===== src/rtl/connect4_board_state.sv =====
// connect4_board_state
//   Board store for a 4x4 Connect4 game. Validates a requested cell, writes it
//   into the current player's bitmap, bumps the column fill counter, then
//   checks for a win or draw and passes the turn on.
//
// Ports
//   clk            in   system clock, rising edge
//   rst_n          in   asynchronous active-low reset
//   new_game       in   synchronous clear of the whole game (highest priority)
//   move_stb       in   one-cycle move request, sampled only while idle
//   cell_index[4:0] in  target cell, row*4 + col (row 0 = bottom), 31 = none
//   counters[11:0] out  per-column fill count, column c at [3c+2:3c]
//   board_p1[15:0] out  cells owned by player 1
//   board_p2[15:0] out  cells owned by player 2
//   current_player out  0 = player 1 to move, 1 = player 2 to move
//   busy           out  move in flight (PLACE or CHECK)
//   move_done      out  one-cycle pulse when an accepted move commits
//   illegal        out  one-cycle pulse when a sampled request is rejected
//   winner[1:0]    out  00 none, 01 player 1, 10 player 2, 11 draw
//   game_over      out  high once winner is non-zero
module connect4_board_state (
  input  logic        clk,
  input  logic        rst_n,
  input  logic        new_game,
  input  logic        move_stb,
  input  logic [4:0]  cell_index,
  output logic [11:0] counters,
  output logic [15:0] board_p1,
  output logic [15:0] board_p2,
  output logic        current_player,
  output logic        busy,
  output logic        move_done,
  output logic        illegal,
  output logic [1:0]  winner,
  output logic        game_over
);

  typedef enum logic [1:0] {
    ST_IDLE  = 2'd0,
    ST_PLACE = 2'd1,
    ST_CHECK = 2'd2
  } state_e;

  state_e      state_q, state_d;
  logic [3:0]  cell_q, cell_d;
  logic [11:0] counters_q, counters_d;
  logic [15:0] board_p1_q, board_p1_d;
  logic [15:0] board_p2_q, board_p2_d;
  logic        player_q, player_d;
  logic        busy_q, busy_d;
  logic        move_done_q, move_done_d;
  logic        illegal_q, illegal_d;
  logic [1:0]  winner_q, winner_d;
  logic        game_over_q, game_over_d;

  logic [2:0]  cnt_s;
  logic [15:0] occ_s;
  logic        legal_s;
  logic [15:0] place_mask_s;
  logic [15:0] mover_board_s;

  // Fill level of one column taken from the packed counter vector.
  function automatic logic [2:0] col_count(input logic [11:0] cnts, input logic [1:0] col);
    logic [2:0] val;
    case (col)
      2'd0:    val = cnts[2:0];
      2'd1:    val = cnts[5:3];
      2'd2:    val = cnts[8:6];
      2'd3:    val = cnts[11:9];
      default: val = 3'd0;
    endcase
    return val;
  endfunction

  // Packed counter vector with one column incremented. Validation keeps every
  // column at or below 4, so the 3-bit add never wraps.
  function automatic logic [11:0] col_bump(input logic [11:0] cnts, input logic [1:0] col);
    logic [11:0] res;
    res = cnts;
    case (col)
      2'd0:    res[2:0]  = cnts[2:0]  + 3'd1;
      2'd1:    res[5:3]  = cnts[5:3]  + 3'd1;
      2'd2:    res[8:6]  = cnts[8:6]  + 3'd1;
      2'd3:    res[11:9] = cnts[11:9] + 3'd1;
      default: res = cnts;
    endcase
    return res;
  endfunction

  // True when the bitmap fully covers one of the ten winning lines.
  function automatic logic has_line(input logic [15:0] b);
    logic hit;
    hit = 1'b0;
    hit = hit | ((b & 16'h000F) == 16'h000F);   // row 0
    hit = hit | ((b & 16'h00F0) == 16'h00F0);   // row 1
    hit = hit | ((b & 16'h0F00) == 16'h0F00);   // row 2
    hit = hit | ((b & 16'hF000) == 16'hF000);   // row 3
    hit = hit | ((b & 16'h1111) == 16'h1111);   // col 0
    hit = hit | ((b & 16'h2222) == 16'h2222);   // col 1
    hit = hit | ((b & 16'h4444) == 16'h4444);   // col 2
    hit = hit | ((b & 16'h8888) == 16'h8888);   // col 3
    hit = hit | ((b & 16'h8421) == 16'h8421);   // cells 0,5,10,15
    hit = hit | ((b & 16'h1248) == 16'h1248);   // cells 3,6,9,12
    return hit;
  endfunction

  // Move validation against the registered board; row must equal the fill
  // level so pieces always land on top of their column.
  always_comb begin
    cnt_s   = col_count(counters_q, cell_index[1:0]);
    occ_s   = board_p1_q | board_p2_q;
    legal_s = (cell_index[4] == 1'b0) &&
              (cnt_s < 3'd4) &&
              (cell_index[4:2] == cnt_s) &&
              (occ_s[cell_index[3:0]] == 1'b0) &&
              (game_over_q == 1'b0);
  end

  // Placement mask for the latched cell and the bitmap of the player who moved.
  always_comb begin
    place_mask_s = 16'h0001 << cell_q;
    if (player_q) begin
      mover_board_s = board_p2_q;
    end else begin
      mover_board_s = board_p1_q;
    end
  end

  // Next-state and next-output logic of the move sequencer.
  always_comb begin
    state_d     = state_q;
    cell_d      = cell_q;
    counters_d  = counters_q;
    board_p1_d  = board_p1_q;
    board_p2_d  = board_p2_q;
    player_d    = player_q;
    move_done_d = 1'b0;
    illegal_d   = 1'b0;
    winner_d    = winner_q;
    game_over_d = game_over_q;

    if (new_game) begin
      state_d     = ST_IDLE;
      cell_d      = 4'd0;
      counters_d  = 12'd0;
      board_p1_d  = 16'd0;
      board_p2_d  = 16'd0;
      player_d    = 1'b0;
      winner_d    = 2'b00;
      game_over_d = 1'b0;
    end else begin
      case (state_q)
        ST_IDLE: begin
          if (move_stb) begin
            if (legal_s) begin
              cell_d  = cell_index[3:0];
              state_d = ST_PLACE;
            end else begin
              illegal_d = 1'b1;
            end
          end else begin
            state_d = ST_IDLE;
          end
        end
        ST_PLACE: begin
          if (player_q) begin
            board_p2_d = board_p2_q | place_mask_s;
          end else begin
            board_p1_d = board_p1_q | place_mask_s;
          end
          counters_d = col_bump(counters_q, cell_q[1:0]);
          state_d    = ST_CHECK;
        end
        ST_CHECK: begin
          // Board is already updated here, so only the mover can have won.
          if (has_line(mover_board_s)) begin
            winner_d    = player_q ? 2'b10 : 2'b01;
            game_over_d = 1'b1;
          end else if ((board_p1_q | board_p2_q) == 16'hFFFF) begin
            winner_d    = 2'b11;
            game_over_d = 1'b1;
          end else begin
            player_d = ~player_q;
          end
          move_done_d = 1'b1;
          state_d     = ST_IDLE;
        end
        default: begin
          state_d = ST_IDLE;
        end
      endcase
    end

    busy_d = (state_d != ST_IDLE);
  end

  // State and output registers.
  always_ff @(posedge clk or negedge rst_n) begin
    if (!rst_n) begin
      state_q     <= ST_IDLE;
      cell_q      <= 4'd0;
      counters_q  <= 12'd0;
      board_p1_q  <= 16'd0;
      board_p2_q  <= 16'd0;
      player_q    <= 1'b0;
      busy_q      <= 1'b0;
      move_done_q <= 1'b0;
      illegal_q   <= 1'b0;
      winner_q    <= 2'b00;
      game_over_q <= 1'b0;
    end else begin
      state_q     <= state_d;
      cell_q      <= cell_d;
      counters_q  <= counters_d;
      board_p1_q  <= board_p1_d;
      board_p2_q  <= board_p2_d;
      player_q    <= player_d;
      busy_q      <= busy_d;
      move_done_q <= move_done_d;
      illegal_q   <= illegal_d;
      winner_q    <= winner_d;
      game_over_q <= game_over_d;
    end
  end

  assign counters       = counters_q;
  assign board_p1       = board_p1_q;
  assign board_p2       = board_p2_q;
  assign current_player = player_q;
  assign busy           = busy_q;
  assign move_done      = move_done_q;
  assign illegal        = illegal_q;
  assign winner         = winner_q;
  assign game_over      = game_over_q;

endmodule


===== config.mk =====
export PLATFORM = sky130hd
export DESIGN_NAME = connect4_board_state
export DESIGN_NICKNAME = d
export VERILOG_FILES = /design/src/rtl/connect4_board_state.sv
export SDC_FILE = /design/constraint.sdc
export NUM_CORES = 1
export LEC_CHECK = 0
export ABC_AREA = 1
export CAP_MARGIN = 20
export CORE_AREA = 2 2 70 105
export DETAILED_ROUTE_END_ITERATION = 10
export DIE_AREA = 0 0 72 107
export PLACE_DENSITY_LB_ADDON = 0.05
export SLEW_MARGIN = 20
export SYNTH_ARGS = -nofsm -noshare
export SYNTH_HDL_FRONTEND = slang
export SYNTH_SLANG_ARGS = --single-unit
export TNS_END_PERCENT = 10

===== constraint.sdc =====
create_clock -name clk -period 2 [get_ports clk]
set_input_delay 0.5 -clock clk [delete_from_list [all_inputs] [get_ports clk]]
set_output_delay 0.5 -clock clk [all_outputs]
set_load 0.02 [all_outputs]

==> results.py <==
metrics = {
    "status": {
        "outcome": "finished clean",
    },
    "floorplan": {
        "die-area_sq_um": 7704,
        "fp-row-count": 37,
        "dieHeight_um": 107,
        "initial_core_util_pct": 48.12,
        "die-width_um": 72,
        "boundaryPins": 60,
        "core_area_sq_um": 6805,
    },
    "critical_path": {
        "crit_chain": "clkdlybuf4s50_1",
        "cp.arrival_ns": 1.42,
        "critPathMaxStageDelay_ns": 0.64,
        "worst-path-buf-inv": 1,
        "rr_worst_depth": 13,
        "critical_path_class": "register to output pin",
        "cp-start-kind": "register",
        "timing.rr.end": "current_player",
        "cpMaxStageDelayCell": "clkdlybuf4s50_1",
        "cp-end-kind": "output pin",
        "reg2reg_from": "current_player",
        "crit_family": "buffers and inverters",
        "cp.required_ns": 1.50,
        "regToRegSetupSlack_ns": 0.16,
        "path_max_fanout": 4,
    },
    "synthesis": {
        "synth_edf_count": 0,
        "syn_inst": 454,
        "ys_async_sr_fraction_pct": 100.0,
        "synth.distinct_cells": 29,
        "synth_warnings": 0,
        "syn_nets": 468,
        "synth.top_cell.area_share_pct": 43.56,
        "synth_ff_type": "dfrtp_1",
        "ys_ff_latch": 57,
        "ys_top_cells_by_area": "dfrtp_1, nand2_1, inv_1, a21oi_1, nor2_1",
        "synth_area_per_cell_sq_um": 7.212,
        "seq_area_frac_synth_pct": 43.56,
        "synth.cell_area_sq_um": 3274,
        "synth_top_area_cell": "dfrtp_1",
    },
    "clock_tree": {
        "numCtsBuffers": 9,
        "cts_max_level": 3,
        "cts_buffer_depth": 2,
        "clock-sinks": 57,
        "cts_hold_buf": 0,
        "clkLatencyLatePin_ns": 0.35,
        "clk_pin_slew_ns": 0.07,
        "cts_root_buf": "clkbuf_8",
        "cts_tree": "done",
    },
    "worst_hold_path": {
        "hold_class": "primary input to async pin",
    },
    "run": {
        "maxCapViolations": 0,
    },
    "global_routing": {
        "grt_pass1_wl_mm": 15.53,
        "grt.total_usage_pct": 26.93,
        "antenna_found_initial": 0,
        "grt_pass1_vias": 3143,
        "grt-ovfl-total": 0,
        "grt_max_degree": 58,
    },
    "cells_and_area": {
        "num-nets-final": 543,
        "fill_cells": 623,
        "syn2layout_area_growth_pct": 30.42,
        "drive_gt1_share_pct": 12.36,
        "regArea_sq_um": 1426,
        "multiInputGateArea_sq_um": 1544,
        "diodes": 0,
    },
    "routing": {
        "drc_errors": 0,
        "drt_iter0_drc": 181,
        "vias": 3247,
        "first_pass_iters": 4,
        "routed_via_density": 5.306,
        "wirelength_mm": 9.591,
        "ant_nets": 0,
        "avgRoutedWirePerCell_um": 15.67,
    },
    "placed_design": {
        "dp_slack_ns": -0.5885,
        "gp_congestion": 0.8915,
        "portBuffers": 59,
        "dpl.hpwl_mm": 7.241,
    },
    "sta": {
        "setup_viol_count_final": 0,
        "min_period_ns": 1.922,
        "fin_ws_ns": 0.07799,
        "drv_slew": 0,
        "tightest_slew_ns": 0.8373,
        "max_freq_mhz": 520.3,
        "post-route-period-util_pct": 96.10,
        "rsz0062_at_grt": "false",
        "finalHoldViolations": 0,
        "max_slew_margin_pct": 44.17,
        "finalClockSkew_ns": 0.007746,
        "whs_ns": 0.1309,
    },
    "power": {
        "leakagePower_nw": 1.974,
        "p_per_area_nw_per_um2": 613.4,
        "ir_drop_mv": 0.4009,
    },
}
## layer usage
metal  vias to the layer above  part of all wire (%)  wire length (um)  track usage (%)
li1                       1598                     -                 -                -
met1                      1512                    38              3672            29.90
met2                       100                    52              4954            46.69
met3                        37                   4.3               416            4.793
met4                         0                   5.7               546            16.71
met5                         -                     0                 0                0
## stage by stage
step | cells | power [W] | util [%] | TNS (ns) | cell area, sq um
2_1_floorplan | 454 | 0.001370 | - | 0 | 3274
3_3_place_gp | 596 | 0.001495 | 59.33 | -3.121 | 4038
3_5_place_dp | 596 | 0.001499 | 59.33 | -3.938 | 4038
4_1_cts | 612 | 0.002626 | 62.33 | 0 | 4242
5_1_grt | 612 | 0.002711 | 62.75 | 0 | 4270
6_report | 612 | 0.002620 | 62.75 | 0 | 4270
## where the power goes
group          switching (W)  total [W]  internal, W
combinational       0.000202   0.000305     0.000103
clock               0.000466    0.00114     0.000677
sequential        0.00000937    0.00117      0.00116
total               0.000677    0.00262      0.00194
## state kept, by name, summed over array words and instances, names as in the netlist
register        count
game_over           1
cell_q              4
state_q             2
board_p1           16
illegal             1
winner              2
move_done           1
busy                1
counters           12
current_player      1
board_p2           16
## how the worst max path moves through the flow
stage	start	to	slack [ns]	depth (start not counted)
final	board_p2[2]	board_p2[2]	0.08	1
after global routing	counters[11]	cell_q[2]	0.01	11
after CTS	counters[5]	counters[5]	0.009	2
after detailed placement	cell_index[0]	cell_q[0]	-0.59	13
after global placement	cell_index[0]	cell_q[3]	-0.47	13
after floorplan	cell_index[1]	cell_q[0]	0.06	10
## synth_stat cells (5+ instances only)
cell      instances
o21ai_1           6
inv_1            61
nand2_2           8
nand2_1         129
nand3_1          18
clkbuf_1          7
nand4_1          12
a21oi_1          44
buf_6             5
o21ai_0          19
ha_1              5
nor2_1           45
nor3_1           15
dfrtp_1          57
## final cells by class
type                       instances  share of cell area, %
multi-input combinational        319                  36.16
sequential                        57                  33.40
timing repair buffer              80                  17.78
inverter                          62                  5.508
clock buffer                      14                  4.043
tap                               78                  2.285
clock inverter                     2                 0.8204
## timing repair
item	CTS	global route
gates cloned	0	0
gates resized for setup	4	15
pin swaps	0	2
setup buffers	0	0
endpoints found under the setup margin	8	8
## kinds of logic (layout without fill, tap and decap cells)
family | count (synthesis) | count (layout) | share of synthesized area, %
AOI/OAI and AO/OA | 75 | 75 | 12.04
DFF | 57 | 57 | 43.56
xor gates and xnor gates | 2 | 2 | 0.5351
and+or+nand+nor | 237 | 237 | 31.64
buffers and inverters | 78 | 158 | 10.32
adders and majority gates | 5 | 5 | 1.911
## layout by cell type (no fill, tap or decap), types with 3 or more instances in the layout
cell type	instances
nor2_1	45
nand2_1	129
o21ai_0	17
nand3_1	14
a21oi_1	43
clkbuf_8	12
o21ai_1	7
nand2_2	8
ha_1	5
buf_4	19
clkdlybuf4s50_1	54
nand4_1	12
nand3_2	5
nor2_2	4
nor3_1	15
inv_1	59
o21ai_2	3
dfrtp_1	57
Note: power is estimated with default switching activity, not from simulation.
